**config.mk**
```make
export PLATFORM = sky130hd
export DESIGN_NAME = ikaopll_bus_writer
export DESIGN_NICKNAME = d
export VERILOG_FILES = /design/src/rtl/ikaopll_pkg.sv /design/src/rtl/ikaopll_bus_writer_fifo.sv /design/src/rtl/ikaopll_bus_writer.sv
export SDC_FILE = /design/constraint.sdc
export NUM_CORES = 1
export LEC_CHECK = 0
export BUFFER_PORTS_ARGS = -buffer_cell sky130_fd_sc_hd__buf_4
export CORE_ASPECT_RATIO = 0.5
export CORE_UTILIZATION = 53
export CTS_CLUSTER_SIZE = 20
export DETAILED_ROUTE_END_ITERATION = 16
export GPL_TIMING_DRIVEN = 0
export PLACE_DENSITY = 0.83
export RECOVER_POWER = 50
export SYNTH_ARGS = -nofsm -noshare
export SYNTH_HDL_FRONTEND = slang
export SYNTH_SLANG_ARGS = --single-unit
```
**constraint.sdc**
```tcl
create_clock -name i_EMUCLK -period 2.3 [get_ports i_EMUCLK]
set_clock_uncertainty 0.05 [all_clocks]
set_input_delay 0.46 -clock i_EMUCLK [delete_from_list [all_inputs] [get_ports i_EMUCLK]]
set_output_delay 0.46 -clock i_EMUCLK [all_outputs]
set_load 0.02 [all_outputs]
```
**src/rtl/ikaopll_pkg.sv**
```systemverilog
// ikaopll_pkg
// Shared definitions for the OPLL host-side bus writer and its helpers:
//   bus_state_t  - 4-bit write-sequence state encoding
//   opll_req_t   - 16-bit queued write request {addr, data}
//   OPLL_ADDR_WAIT / OPLL_DATA_WAIT - default phiM idle times after strobes
package ikaopll_pkg;

   localparam int OPLL_ADDR_WAIT = 12;
   localparam int OPLL_DATA_WAIT = 84;

   typedef enum logic [3:0] {
      ST_IDLE     = 4'd0,
      ST_A_SETUP  = 4'd1,
      ST_A_STROBE = 4'd2,
      ST_A_HOLD   = 4'd3,
      ST_A_WAIT   = 4'd4,
      ST_D_SETUP  = 4'd5,
      ST_D_STROBE = 4'd6,
      ST_D_HOLD   = 4'd7,
      ST_D_WAIT   = 4'd8
   } bus_state_t;

   typedef struct packed {
      logic [7:0] addr;
      logic [7:0] data;
   } opll_req_t;

endpackage

```
**src/rtl/ikaopll_bus_writer_fifo.sv**
```systemverilog
// ikaopll_bus_writer_fifo
// Synchronous show-ahead FIFO of 16-bit words with asynchronous active-low reset.
// Ports:
//   clk, rst_n     - clock, async active-low reset
//   push / wr_data - write a word (ignored when full)
//   pop  / rd_data - rd_data is the head word; pop discards it (ignored when empty)
//   level          - occupied entries, 0..DEPTH
//   full, empty    - status flags
module ikaopll_bus_writer_fifo #(
   parameter int DEPTH = 4
) (
   input  logic                     clk,
   input  logic                     rst_n,
   input  logic                     push,
   input  logic                     pop,
   input  logic [15:0]              wr_data,
   output logic [15:0]              rd_data,
   output logic [$clog2(DEPTH):0]   level,
   output logic                     full,
   output logic                     empty
);

   localparam int PTR_W = $clog2(DEPTH);
   localparam logic [PTR_W:0] DEPTH_L = DEPTH[PTR_W:0];

   logic [15:0]      mem [DEPTH];
   logic [PTR_W-1:0] wr_ptr;
   logic [PTR_W-1:0] rd_ptr;
   logic             do_push;
   logic             do_pop;

   assign full    = (level == DEPTH_L);
   assign empty   = (level == '0);
   assign do_push = push & ~full;
   assign do_pop  = pop & ~empty;
   assign rd_data = mem[rd_ptr];

   always_ff @(posedge clk) begin
      if (do_push) mem[wr_ptr] <= wr_data;
   end

   // Power-of-two depth lets the pointers wrap by natural overflow.
   always_ff @(posedge clk or negedge rst_n) begin
      if (!rst_n) begin
         wr_ptr <= '0;
         rd_ptr <= '0;
         level  <= '0;
      end else begin
         if (do_push) wr_ptr <= wr_ptr + 1'b1;
         if (do_pop)  rd_ptr <= rd_ptr + 1'b1;
         if (do_push && !do_pop)      level <= level + 1'b1;
         else if (do_pop && !do_push) level <= level - 1'b1;
      end
   end

endmodule

```
**src/rtl/ikaopll_bus_writer.sv**
```systemverilog
// ikaopll_bus_writer
// Host-side initiator for the OPLL CPU write bus. Queues (addr, data) requests
// and replays each as an address strobe followed by a data strobe, with all
// timing counted in phiM ticks.
// Ports:
//   i_EMUCLK, i_RST_n        - clock, async active-low reset
//   i_phiM_PCEN_n            - phiM tick enable, active low
//   i_REQ_VALID/ADDR/DATA    - request input; o_REQ_READY = FIFO not full
//   o_FIFO_LEVEL, o_BUSY     - queue occupancy, activity flag
//   o_CS_n, o_WR_n, o_A0, o_D - OPLL write bus
//
// state     | meaning
// ----------+------------------------------------------------------
// IDLE      | bus idle, pop next request on a tick
// A_SETUP   | drive A0=0, D=addr for 1 tick, record last address
// A_STROBE  | CS_n/WR_n low for WR_PULSE ticks
// A_HOLD    | strobe released, A0/D held, 1 tick
// A_WAIT    | ADDR_WAIT idle ticks
// D_SETUP   | drive A0=1, D=data for 1 tick
// D_STROBE  | CS_n/WR_n low for WR_PULSE ticks
// D_HOLD    | strobe released, 1 tick
// D_WAIT    | DATA_WAIT idle ticks, then IDLE
module ikaopll_bus_writer
   import ikaopll_pkg::*;
#(
   parameter int FIFO_DEPTH     = 4,
   parameter int WR_PULSE       = 2,
   parameter int ADDR_WAIT      = OPLL_ADDR_WAIT,
   parameter int DATA_WAIT      = OPLL_DATA_WAIT,
   parameter bit SKIP_SAME_ADDR = 1'b0
) (
   input  logic                           i_EMUCLK,
   input  logic                           i_RST_n,
   input  logic                           i_phiM_PCEN_n,
   input  logic                           i_REQ_VALID,
   input  logic [7:0]                     i_REQ_ADDR,
   input  logic [7:0]                     i_REQ_DATA,
   output logic                           o_REQ_READY,
   output logic [$clog2(FIFO_DEPTH):0]    o_FIFO_LEVEL,
   output logic                           o_BUSY,
   output logic                           o_CS_n,
   output logic                           o_WR_n,
   output logic                           o_A0,
   output logic [7:0]                     o_D
);

   // Counters load N-1 on state entry and leave the state on the tick they read 0.
   localparam logic [7:0] PULSE_LD = 8'(WR_PULSE - 1);
   localparam logic [7:0] AWAIT_LD = 8'(ADDR_WAIT - 1);
   localparam logic [7:0] DWAIT_LD = 8'(DATA_WAIT - 1);

   bus_state_t state;
   logic [7:0] cnt;
   opll_req_t  work;
   opll_req_t  head;
   logic [7:0] last_addr;
   logic       last_valid;
   logic       tick;
   logic       fifo_push;
   logic       fifo_pop;
   logic       fifo_full;
   logic       fifo_empty;
   logic [15:0] fifo_rd;

   assign tick        = ~i_phiM_PCEN_n;
   assign fifo_push   = i_REQ_VALID & ~fifo_full;
   assign fifo_pop    = tick & (state == ST_IDLE) & ~fifo_empty;
   assign head        = opll_req_t'(fifo_rd);
   assign o_REQ_READY = ~fifo_full;
   assign o_BUSY      = (state != ST_IDLE) | ~fifo_empty;

   ikaopll_bus_writer_fifo #(
      .DEPTH (FIFO_DEPTH)
   ) u_fifo (
      .clk     (i_EMUCLK),
      .rst_n   (i_RST_n),
      .push    (fifo_push),
      .pop     (fifo_pop),
      .wr_data ({i_REQ_ADDR, i_REQ_DATA}),
      .rd_data (fifo_rd),
      .level   (o_FIFO_LEVEL),
      .full    (fifo_full),
      .empty   (fifo_empty)
   );

   always_ff @(posedge i_EMUCLK or negedge i_RST_n) begin
      if (!i_RST_n) begin
         state      <= ST_IDLE;
         cnt        <= '0;
         work       <= '0;
         last_addr  <= '0;
         last_valid <= 1'b0;
         o_CS_n     <= 1'b1;
         o_WR_n     <= 1'b1;
         o_A0       <= 1'b0;
         o_D        <= '0;
      end else if (tick) begin
         case (state)
            ST_IDLE: begin
               if (!fifo_empty) begin
                  work <= head;
                  if (SKIP_SAME_ADDR && last_valid && (head.addr == last_addr))
                     state <= ST_D_SETUP;
                  else
                     state <= ST_A_SETUP;
               end
            end
            ST_A_SETUP: begin
               o_A0       <= 1'b0;
               o_D        <= work.addr;
               last_addr  <= work.addr;
               last_valid <= 1'b1;
               cnt        <= PULSE_LD;
               state      <= ST_A_STROBE;
            end
            ST_A_STROBE: begin
               o_CS_n <= 1'b0;
               o_WR_n <= 1'b0;
               if (cnt == '0) state <= ST_A_HOLD;
               else           cnt   <= cnt - 1'b1;
            end
            ST_A_HOLD: begin
               o_CS_n <= 1'b1;
               o_WR_n <= 1'b1;
               cnt    <= AWAIT_LD;
               state  <= ST_A_WAIT;
            end
            ST_A_WAIT: begin
               if (cnt == '0) state <= ST_D_SETUP;
               else           cnt   <= cnt - 1'b1;
            end
            ST_D_SETUP: begin
               o_A0  <= 1'b1;
               o_D   <= work.data;
               cnt   <= PULSE_LD;
               state <= ST_D_STROBE;
            end
            ST_D_STROBE: begin
               o_CS_n <= 1'b0;
               o_WR_n <= 1'b0;
               if (cnt == '0) state <= ST_D_HOLD;
               else           cnt   <= cnt - 1'b1;
            end
            ST_D_HOLD: begin
               o_CS_n <= 1'b1;
               o_WR_n <= 1'b1;
               cnt    <= DWAIT_LD;
               state  <= ST_D_WAIT;
            end
            ST_D_WAIT: begin
               if (cnt == '0) state <= ST_IDLE;
               else           cnt   <= cnt - 1'b1;
            end
            default: state <= ST_IDLE;
         endcase
      end
   end

endmodule

```
---- Yosys cells after proc, flatten, opt, wreduce, memory -nomap -nowiden ----
Memory sizes are Yosys's and may differ from the RTL's. A register that Yosys moved wholly into a read port is not among the register bits.
Cells that the tools add are included.
word-level totals
  flip-flop bits (word level) ............. 29
  memory bits (writable) .................. 64
  memories ................................ 1
cells by class
  add/sub/neg operators ................... 5
  equality and inequality tests ........... 15
  multiplexer cells ....................... 15
  bitwise gates (word level) .............. 9
  reduce and logical (&&, ||, !) cells .... 22
memories
  memory      depth  bits a word  read ports  clocked after Yosys merged registers in  wr ports  RTL line                       RTL
  u_fifo.mem  4      16           1           1                                        1         ikaopll_bus_writer_fifo.sv:26  logic [15:0] mem [DEPTH];
operators by type and width
  cell                 number
  $pmux 4 s9           1
  $pmux 8 s4           1
  $mux 4               5
  $eq 4x3->1 const B   4
  $pmux 8 s2           1
  $ne 2x2->1 const B   6
  $eq 4x2->1 const B   2
  $logic_not 8->1      1
  $mux 8               1
  $reduce_bool 4->1    2
  $sub 8x1->8 const B  1
  $mux 3               2
  $reduce_and 3->1     2
  $reduce_and 6->1     1
  $reduce_bool 2->1    3
  $reduce_or 2->1      3
  $and 1x1->1          5
  $add 2x1->2 const B  2
  $eq 4x1->1 const B   1
  $eq 4x4->1 const B   1
  $logic_not 4->1      1
  $pmux 1 s2           2
  $reduce_and 2->1     2
  $reduce_or 4->1      1
  9 further kinds      15

---- Logic depth before layout (Yosys ltp) ----
Gate-level depths: netlist of the first run.
  word-level depth ........................ 8
  gate-level depth with buffers ........... 10
  gate-level depth less buffers ........... 9

---- By module ----
A second synthesis of the first run with hierarchy kept.
unflattened totals
  cells, all modules ...................... 318
  area total of the unflattened synthesis .. 4,655.7 µm²
by module, submodules not included
  module                   times used  cells each  area an instance (µm²)  seq. area each (µm²)
  ikaopll_bus_writer_fifo  1           120         2,778.9                 2,097.0
  ikaopll_bus_writer       1           198         1,876.8                 952.2

---- Worst setup path before layout of the first run ----
Ideal clock, no wire load.
  path kind ............................... register to register
  from .................................... register u_fifo.level[0]
  to ...................................... register u_fifo.level[2]
  library setup time ...................... 0.080 ns
  arrival ................................. 2.336 ns
  path slack .............................. -0.166 ns
  stages on the path, launching flop included .. 10
  cell sequence ........................... dfrtp_1 -> or3_1 -> nand3_2 -> buf_2 -> ha_1 -> inv_1 -> fa_1 -> xor2_1 -> nor2_1 -> xor2_1
between the ends
  cells in the longest elaborated chain, start to end .. 7
  elaborated cells between the ends (all ways) .. 17
  classes of those cells .................. add/sub (2); eq/ne (1); mux (2); bitwise (6); reduce/logical (6)
ends and longest elaborated chain
  element                                                       RTL line                                                      RTL
  start, declared                                               ikaopll_bus_writer_fifo.sv:18                                 output logic [$clog2(DEPTH):0] level,
  start signal, assigned                                        ikaopll_bus_writer_fifo.sv:51                                 if (do_push && !do_pop) level <= level + 1'b1;
  start signal, assigned                                        ikaopll_bus_writer_fifo.sv:52                                 else if (do_pop && !do_push) level <= level - 1'b1;
  $eq 3x3->1 or $logic_not 3->1 (tied branches)                 ikaopll_bus_writer_fifo.sv:32, ikaopll_bus_writer_fifo.sv:33
  $not 1->1, on equally long branches                           n/a
  $and 1x1->1, on equally long branches                         ikaopll_bus_writer.sv:66, ikaopll_bus_writer.sv:67
  $and 1x1->1, on equally long branches                         ikaopll_bus_writer_fifo.sv:34, ikaopll_bus_writer_fifo.sv:35
  $logic_not 1->1, on equally long branches                     ikaopll_bus_writer_fifo.sv:52, ikaopll_bus_writer_fifo.sv:51
  $logic_and 1x1->1, on equally long branches                   ikaopll_bus_writer_fifo.sv:52, ikaopll_bus_writer_fifo.sv:51
  $reduce_bool 2->1 (no source line) or $mux 3 (tied branches)  n/a
Several ways; a longest one is shown, not always the timed one. The select of a mux whose other input is x is not followed.
A chain may end at the register's enable or synchronous reset.

---- Worst setup path in the final report of the first run ----
  from .................................... register state[1]
  to ...................................... output o_BUSY
between the ends
  cells in the longest elaborated chain, start to end .. 2
ends and longest elaborated chain
  element                 RTL line                   RTL
  start, declared         ikaopll_bus_writer.sv:52   bus_state_t state;
  start signal, assigned  ikaopll_bus_writer.sv:88   state <= ST_IDLE;
  start signal, assigned  ikaopll_bus_writer.sv:103  state <= ST_D_SETUP;
  start signal, assigned  ikaopll_bus_writer.sv:105  state <= ST_A_SETUP;
  $reduce_bool 4->1       ikaopll_bus_writer.sv:70   assign o_BUSY = (state != ST_IDLE) | ~fifo_empty;
  $or 1x1->1              ikaopll_bus_writer.sv:70
  end, declared           ikaopll_bus_writer.sv:40   output logic o_BUSY,
No other way between the ends.

==> results of run 1 <==
final cells by class:
cell class | instances | area [sq um]
Clock buffer | 12 | 267
Clock inverter | 4 | 33.8
Multi-Input combinational cell | 157 | 1450
Sequential cell | 109 | 3050
Tap cell | 112 | 140
Timing Repair Buffer | 45 | 256
Inverter | 7 | 26.3
Buffer | 11 | 72.6
Fill cell | 577 | 2850
synthesized netlist by cell type (all sizes together), types with 2 or more instances:
library cell  count  area [sq um]
a21oi            14          70.1
and3              5          31.3
buf               7          43.8
clkbuf            5          18.8
dfrtp            44          1100
edfxtp           64          1920
ha                6          75.1
inv               7          26.3
mux2             20           225
mux2i             9          90.1
mux4             16           360
nand2            13          48.8
nand3             3          20.0
nor2             22          82.6
nor3              7          51.3
nor4              2          27.5
o21ai            11          55.1
or3               5          37.5
xnor2             4          35.0
xor2              2          17.5
timing repair:
action | CTS | global route
endpoints found under the setup margin | 3 | 9
buffers inserted | 3 | 7
pin swaps | 2 | 3
cloned | 0 | 0
resized for setup | 6 | 5
power breakdown:
group          switching, uW  internal [uW]
Combinational           1420           1230
Sequential               375           2720
Clock                    693            835
flip-flops by register name, indices dropped and copies added (netlist names):
name,count
u_fifo.wr_ptr,2
state,4
o_D,8
cnt,8
o_WR_n,1
u_fifo.mem,64
u_fifo.level,3
work,16
o_A0,1
u_fifo.rd_ptr,2
cell families (layout without fill, tap and decap cells):
kind of cell    Yosys count  in the layout  synth area share (%)
flops                   109            109                  67.1
buf+inv                  19             79                  1.95
compound gates           34             34                  4.79
mux                      45             45                  14.9
simple gates             65             65                  8.09
xor+xnor                  6              6                  1.16
fa+ha+maj                 7              7                  2.09
layer usage:
| layer | share of wire [%] | wire, microns |
|---|---|---|
| met5 | 0 | 0 |
| met3 | 4.5 | 394 |
| met1 | 42 | 3710 |
| met4 | 1.8 | 157 |
| met2 | 52 | 4550 |
worst max-delay path by stage:
stage	slack, ns	cells past startpoint	endpoint	from
floorplan	0.01	9	u_fifo.level[2]$_DFFE_PN0P_	u_fifo.level[0]$_DFFE_PN0P_
global placement	-0.25	8	u_fifo.level[1]$_DFFE_PN0P_	i_phiM_PCEN_n
detailed placement	-0.34	8	u_fifo.level[1]$_DFFE_PN0P_	i_phiM_PCEN_n
CTS	0.003	9	u_fifo.level[2]$_DFFE_PN0P_	u_fifo.level[1]$_DFFE_PN0P_
global route	-0.0002	3	o_BUSY	state[1]$_DFFE_PN0P_
finish	0.04	3	o_BUSY	state[1]$_DFFE_PN0P_
metrics by stage:
stage	cell area, sq um	TNS, ns
2_1_floorplan	4570	0
3_3_place_gp	4970	-0.341
3_5_place_dp	4970	-0.520
4_1_cts	5310	0
5_1_grt	5300	-0.000205
6_report	5300	0
critical path: stages (launching register included):
cell and delay, ns:
dfrtp_2 0.46, or3_4 0.41, or3_4 0.40, buf_6 0.14
==> key figures, run 1 <==
Setup path
  • R2R Path Start: u_fifo.rd_ptr[1]$_DFFE_PN0P_
  • Critical Path AT: 1.75 ns
  • Type of the worst setup path: register to primary output
  • Reg2reg end: work[12]$_DFFE_PN0P_
  • CP max FO: 8
  • CP endpoint kind: primary output
  • R2R Setup Slk: ~0.060 ns
  • Worst setup SP type: register
  • CP required: between 1.5 and 2 ns
  • Reg2reg path depth: 4

Worst hold path
  • Hold WC Path Type: input pin to asynchronous set/reset pin

Detailed routing
  • Post-route DRC: 0
  • Detailed-router iteration count before antenna repair: 4
  • Wire length per cell: 19.3 microns
  • Via density: between 5 and 6
  • Vias: 2683
  • Final WL: between 8000 and 9000 microns
  • Antenna viol nets, final: 0
  • Initial DRC Count: about 200

GRT
  • GR met3 Demand/Resource: under 10%
  • Initial antenna violation count: 0
  • GRT busiest layer: met2
  • First-pass GRT wire length: approximately 14000 microns
  • Vias in the first global route: 2694
  • Overflow after GRT: 0
  • GRT Resource Usage Total: between 20% and 30%
  • Met1 Use GR: between 20% and 30%
  • Met2 usage: 37.5%
  • Largest net degree at the start of global routing: between 40 and 50

Finish
  • Non-filler cells, final: approximately 460
  • Final net count: approximately 370
  • Most common cell after layout, fill and taps aside: edfxtp_1
  • ANT cells: 0
  • Highest-count cells in the layout ignoring fill and taps: edfxtp_1 (64), dfrtp_1 (41), clkbuf_1 (27)
  • Share of layout cells above drive strength 1: 29.0%
  • Area growth, synth to finish: 16.5%
  • Fin util: about 65%

Yosys
  • Mapped Nets: around 310
  • Synth Flop Type: edfxtp_1
  • Mean Syn Cell Area: 16.0 sq um
  • Number of synthesized flops with an enable pin: 64
  • Mapped Cells: roughly 290
  • Synth cell types: 47
  • Cell area after synthesis: around 4500 sq um
  • Post-synth ARST share: roughly two fifths
  • Ys Warns: 0
  • Seq/Total Area, Yosys: between 60% and 70%
  • #FFs+latches synth: between 100 and 150

Timing
  • Hold_ws: 0.267 ns
  • Measured slew at the worst slew-check pin: ~1.1 ns
  • Final hold violation count: 0
  • Relative slew slack: roughly a quarter
  • # setup viols final: 0
  • Period utilization: a little over nine tenths
  • Min Tclk post-route: roughly 2.3 ns
  • Highest clock rate: between 0.4 and 0.5 GHz
  • Setup WS post-layout: 0.0366 ns
  • Slew Limit Fails: 0

Clocking
  • CTS root buf: clkbuf_16
  • Clock sink total: between 100 and 150
  • CTS tree: yes
  • Inserted Clock Buffers: 9
  • Clock-pin slew on the worst setup and hold paths: around 0.070 ns
  • Hold-fix buffers at CTS: 0
  • Number of H-tree levels: 3
  • Max clock buf depth: 2
  • Worst skew pair latency: about 0.35 ns

Placement
  • Post-Place Cells: around 430
  • GP Congestion: around 0.83
  • Pre-CTS WS: -0.342 ns
  • DP Wirelength: ~5500 microns
  • Port bufs: 35

Power
  • Static leakage: between 0.002 and 0.0025 uW
  • Maximum vdd drop: ~0.56 mV
  • Final Power: 7270 uW
  • Power density over the cells: about 1400 nW/um^2

Floorplanning
  • Initial Util: approximately 56%
  • Die area: between 8000 and 9000 sq um
  • DIE WIDTH: approximately 130 microns
  • Row count: 23
  • Die height: approximately 67 microns
  • I/O Pins: 36
  • Core area: between 8000 and 9000 sq um

Run status
  • Status: finished, final reports clean

Run
  • Max_cap viols: 0
No activity file was read; power rests on OpenSTA's default activity.
==> run 2: changes to the inputs <==
PLACE_DENSITY = 0.77   (was 0.83)
==> key figures, run 2 (synthesis results as in run 1) <==
Run status
  • Status: finished, final reports clean

Finish
  • Regs by FF count: u_fifo.mem x64, work x16
  • Max reg flops: 64 (unchanged)
  • Most common cell after layout, fill and taps aside: edfxtp_1
  • Area growth, synth to finish: 16.9%
  • Share of layout cells above drive strength 1: 30.1% (+1.1 points)
  • Non-filler cells, final: 458 (+0.22%)
  • Post-route cell area: 5310 sq um (+0.28%)
  • Fin util: 65.2% (+0.18 points)
  • ANT cells: 0 (unchanged)
  • Final net count: 368 (+0.27%)
  • Highest-count cells in the layout ignoring fill and taps: edfxtp_1 (64), dfrtp_1 (40), clkbuf_1 (25)
  • Reg with most FFs: u_fifo.mem

Clocking
  • Clock-pin slew on the worst setup and hold paths: 0.08 ns (about the same)
  • Hold-fix buffers at CTS: 0 (unchanged)
  • Worst skew pair latency: 0.35 ns (about the same)
  • Clock sink total: 109 (unchanged)
  • CTS tree: yes
  • Number of H-tree levels: 3 (unchanged)
  • CTS root buf: clkbuf_16
  • Inserted Clock Buffers: 9 (unchanged)
  • Max clock buf depth: 2 (unchanged)

Setup path
  • Type of the worst setup path: register to primary output
  • CP required: 1.79 ns (about the same)
  • Delay-heaviest family, CP: simple AND/OR/NAND/NOR gates
  • Critical Path AT: 1.76 ns (about the same)
  • Worst setup SP type: register
  • CP cell instances: buf_6 -> or3_4 -> or3_4 -> buf_6
  • CP max-delay cell: or3_4
  • Crit path buf inv count: 2 (+1)
  • CP endpoint kind: primary output
  • CP max FO: 8 (unchanged)
  • Slowest stage delay, CP: 0.39 ns (-0.07 ns)

GRT
  • Vias in the first global route: 2714 (+0.74%)
  • GRT Resource Usage Total: 21.3% (+0.50 points)
  • Largest net degree at the start of global routing: 46 (unchanged)
  • Initial antenna violation count: 0 (unchanged)
  • Overflow after GRT: 0 (unchanged)
  • First-pass GRT wire length: 13900 microns (+2.0%)

Timing
  • Relative slew slack: 24.4% (-1.1 points)
  • Final hold violation count: 0 (unchanged)
  • Min Tclk post-route: 2.27 ns (+0.00664 ns)
  • Period utilization: 98.7% (+0.29 points)
  • Hold_ws: 0.265 ns (-0.00157 ns)
  • TNS Setup: 0 ns (unchanged)
  • Unrepaired setup endpoints after global routing: true
  • Measured slew at the worst slew-check pin: 1.13 ns (+0.0158 ns)
  • Slew Limit Fails: 0 (unchanged)
  • # setup viols final: 0 (unchanged)
  • Highest clock rate: 0.441 GHz (-0.29%)

Power
  • Power density over the cells: 1360 nW/um^2 (-1.0%)
  • Static leakage: 0.00202 uW (+0.46%)
  • Maximum vdd drop: 0.534 mV (-4.0%)

Detailed routing
  • Initial DRC Count: 205 (+2.0%)
  • Detailed-router iteration count before antenna repair: 5 (+1)
  • Antenna viol nets, final: 0 (unchanged)
  • Post-route DRC: 0 (unchanged)
  • Final WL: 8600 microns (-2.4%)
  • Wire length per cell: 18.8 microns (-2.7%)
  • Via density: 5.66 (-3.5%)
  • Vias: 2594 (-3.3%)

Floorplanning
  • Core area: 8140 sq um (unchanged)
  • I/O Pins: 36 (unchanged)
  • Initial Util: 55.8% (unchanged)
  • DIE WIDTH: 133 microns (unchanged)
  • Die area: 8980 sq um (unchanged)
  • Row count: 23 (unchanged)
  • Die height: 67.5 microns (unchanged)

Placement
  • Post-Place Cells: 432 (unchanged)
  • DP Wirelength: 5620 microns (+1.5%)
  • GP Congestion: 0.829 (+0.38%)
  • Placed instance area: 4970 sq um (unchanged)
  • Port bufs: 35 (unchanged)

Worst hold path
  • Hold WC Path Type: input pin to asynchronous set/reset pin

Run
  • Max_cap viols: 0 (unchanged)
[run 2: cell types whose count changed in the layout (fill, tap and decap cells not counted), sizes merged]
cell	change
clkbuf	-4
clkinv	+4
inv	-1
buf	+2
[run 2: final timing paths]
path                                           start                    to  slack (ns)  cells after the start
worst max-delay path            state[0]$_DFFE_PN0P_                o_BUSY        0.03                      4
worst min-delay path                         i_RST_n   work[6]$_DFFE_PN0P_        0.27                      1
worst max register to register    cnt[0]$_DFFE_PN0P_    cnt[3]$_DFFE_PN0P_        0.08                      7
worst min register to register    o_WR_n$_DFFE_PN1P_    o_WR_n$_DFFE_PN1P_        0.43                      2
max in group asynchronous                    i_RST_n  state[1]$_DFFE_PN0P_        1.16                      1
min in group i_EMUCLK                  i_phiM_PCEN_n    cnt[7]$_DFFE_PN0P_        0.31                      2
[run 2: layer usage]
layer | wire, microns | vias to the layer above | GRT usage [%] | share of wire, %
met5 | 0 | - | 0 | 0
met4 | 75 | 0 | 5.46 | 0.87
met3 | 320 | 7 | 6.68 | 3.7
met2 | 4510 | 60 | 37.8 | 53
met1 | 3690 | 1345 | 25.9 | 43
li1 | - | 1182 | - | -
[run 2: worst reg2reg max path, stage by stage, from the launching register on]
cell     delay, ns
dfrtp_1       0.44
inv_1         0.08
ha_1          0.23
nor4b_4       0.34
nand3_1       0.15
a32oi_2       0.44
o21ba_1       0.21
o22a_1        0.17
[run 2: stage by stage]
stage	power, uW	setup slack, ns
after floorplan	4850	0.0112
after global placement	5470	-0.255
after detailed placement	5650	-0.356
after CTS	7230	-0.0233
after global routing	7650	-0.0123
final	7220	0.0299
[run 2: area by class of cell]
class,instances,area [sq um]
multi-input combinational,157,1450
buffer,11,73.8
clock inverter,7,77.6
clock buffer,9,225
inverter,7,26.3
fill,587,2830
timing repair buffer,46,268
sequential,109,3050
tap,112,140
[run 2: report_power, final]
| group | internal [uW] | switching, uW |
|---|---|---|
| Sequential | 2720 | 362 |
| Combinational | 1230 | 1390 |
| Clock | 768 | 749 |
| Total | 4720 | 2500 |
[run 2: what timing repair did]
item / in CTS / in global routing
endpoints found under the setup margin: 4 / 9
endpoints found under the hold margin: 0 / 0
pin swaps: 5 / 4
buffers inserted: 3 / 8
gates resized for setup: 6 / 7
==> run 3: changes to the inputs <==
SETUP_SLACK_MARGIN = 0.05   (was not set)
==> key figures, run 3 (synthesis results as in run 1) <==
Placement
  • GP Congestion: 0.831 (+0.20%)
  • DP Wirelength: 5510 microns (-1.8%)
  • Placed instance area: 4990 sq um (+0.30%)
  • Port bufs: 35 (unchanged)

Finish
  • Area growth, synth to finish: 18.4%
  • ANT cells: 0 (unchanged)
  • Share of layout cells above drive strength 1: 30.6% (+0.51 points)
  • Reg with most FFs: u_fifo.mem
  • Fillers: 585 (-0.34%)
  • FF/Latch Area: 3050 sq um (about the same)
  • Most common cell after layout, fill and taps aside: edfxtp_1
  • Final net count: 372 (+1.1%)
  • Fin util: 66.1% (+0.85 points)
  • Regs by FF count: u_fifo.mem x64, work x16
  • Area of the multi-input gates: 1490 sq um (+2.7%)
  • Post-route cell area: 5380 sq um (+1.3%)
  • Highest-count cells in the layout ignoring fill and taps: edfxtp_1 (64), dfrtp_1 (42), clkbuf_1 (28)
  • Max reg flops: 64 (unchanged)

Timing
  • Slew Limit Fails: 0 (unchanged)
  • # setup viols final: 0 (unchanged)
  • Highest clock rate: 0.447 GHz (+1.4%)
  • Unrepaired setup endpoints after global routing: true
  • Measured slew at the worst slew-check pin: 1.17 ns (+0.0358 ns)
  • Final hold violation count: 0 (unchanged)
  • Min Tclk post-route: 2.24 ns (-0.0308 ns)
  • Relative slew slack: 22.0% (-2.4 points)
  • Period utilization: 97.4% (-1.3 points)

GRT
  • First-pass GRT wire length: 13400 microns (-3.1%)
  • Overflow after GRT: 0 (unchanged)
  • Met2 usage: 36.1% (-1.6 points)
  • GRT Resource Usage Total: 21.1% (-0.16 points)
  • GRT busiest layer: met2
  • GR met3 Demand/Resource: 6.98% (+0.30 points)
  • Initial antenna violation count: 0 (unchanged)
  • Met1 Use GR: 26.3% (+0.39 points)
  • Largest net degree at the start of global routing: 46 (unchanged)
  • Vias in the first global route: 2565 (-5.5%)

Detailed routing
  • Via density: 5.70 (+0.70%)
  • Detailed-router iteration count before antenna repair: 4 (-1)
  • Post-route DRC: 0 (unchanged)
  • Initial DRC Count: 193 (-5.9%)
  • Final WL: 8920 microns (+3.8%)
  • Wire length per cell: 19.3 microns (+2.9%)
  • Vias: 2635 (+1.6%)
  • Antenna viol nets, final: 0 (unchanged)

Run
  • Max_cap viols: 0 (unchanged)

Floorplanning
  • Core area: 8140 sq um (unchanged)
  • I/O Pins: 36 (unchanged)
  • Die height: 67.5 microns (unchanged)
  • Row count: 23 (unchanged)
  • Die area: 8980 sq um (unchanged)
  • DIE WIDTH: 133 microns (unchanged)
  • Initial Util: 55.8% (unchanged)

Setup path
  • Critical Path AT: 1.73 ns (-0.03 ns)
  • Slowest stage delay, CP: 0.38 ns (about the same)
  • Worst setup SP type: register
  • CP required: 1.79 ns (about the same)
  • Crit path buf inv count: 2 (unchanged)
  • Type of the worst setup path: register to primary output
  • CP max-delay cell: dfrtp_1
  • CP max FO: 4 (-4)
  • CP endpoint kind: primary output
  • CP cell instances: buf_6 -> or3_4 -> or3_4 -> buf_6
  • Delay-heaviest family, CP: simple AND/OR/NAND/NOR gates

Power
  • Static leakage: 0.00203 uW (+0.82%)
  • Maximum vdd drop: 0.737 mV (+38%)
  • Power density over the cells: 1380 nW/um^2 (+1.4%)

Clocking
  • Inserted Clock Buffers: 9 (unchanged)
  • Number of H-tree levels: 3 (unchanged)
  • Hold-fix buffers at CTS: 0 (unchanged)
  • CTS root buf: clkbuf_16
  • Max clock buf depth: 2 (unchanged)
  • Clock-pin slew on the worst setup and hold paths: 0.07 ns (about the same)
  • Worst skew pair latency: 0.35 ns (about the same)
  • CTS tree: yes
  • Clock sink total: 109 (unchanged)

Run status
  • Status: finished, final reports clean

Worst hold path
  • Hold WC Path Type: input pin to asynchronous set/reset pin
-- run 3: cell types whose count changed in the layout (fill, tap and decap cells not counted), moves of 2 or more --
cell	delta
clkinv_8	-2
clkinv_4	-2
clkbuf_1	+3
dfrtp_2	-2
dfrtp_1	+2
inv_6	+2
-- run 3: worst paths after layout --
kind	from	cells after the start	slack (ns)	to
min in group i_EMUCLK	i_REQ_DATA[2]	1	0.31	u_fifo.mem[2][2]$_DFFE_PP_
worst max-delay path	state[1]$_DFFE_PN0P_	4	0.06	o_BUSY
max in group asynchronous	i_RST_n	1	1.14	u_fifo.level[0]$_DFFE_PN0P_
worst max register to register	state[1]$_DFFE_PN0P_	9	0.08	u_fifo.level[1]$_DFFE_PN0P_
worst min register to register	o_WR_n$_DFFE_PN1P_	2	0.42	o_WR_n$_DFFE_PN1P_
worst min-delay path	i_RST_n	1	0.28	u_fifo.wr_ptr[1]$_DFFE_PN0P_
-- run 3: per-stage QoR --
stage | setup slack, ns | std cells | hold WS (ns) | TNS, ns | power (uW)
global placement | -0.218 | 432 | 0.414 | -0.279 | 5490
finish | 0.0607 | 462 | 0.283 | 0 | 7420
CTS | 0.0439 | 457 | 0.0733 | 0 | 7410
floorplan | 0.0897 | 285 | 0.114 | 0 | 4860
detailed placement | -0.261 | 432 | 0.415 | -0.361 | 5670
global route | 0.0164 | 462 | 0.312 | 0 | 7810
-- run 3: final cells by class --
| cell class | count | share of cell area (%) |
|---|---|---|
| clock inverters | 6 | 1.39 |
| multi-input cells | 158 | 27.6 |
| flip-flops and latches | 109 | 56.7 |
| repair buffers | 48 | 5.35 |
| inverters | 7 | 0.488 |
| clock buffers | 10 | 4.25 |
| well taps | 112 | 2.60 |
| plain buffers | 12 | 1.58 |
-- run 3: per-layer routing --
layer	vias to the layer above	routed length (microns)
li1	1197	-
met1	1346	3880
met2	82	4530
met3	10	425
met4	0	90
met5	-	0
-- run 3: report_power, final --
group	leakage, uW	internal [uW]	switching (uW)
registers	0.00113	2720	351
clock network	0.000146	865	726
logic	0.000760	1290	1470
-- run 3: repair_timing --
item	4_1_cts	5_1_grt
gates resized for setup	8	6
buffers inserted	9	4
pin swaps	2	5
setup endpoints to repair	5	6
cloned	0	1
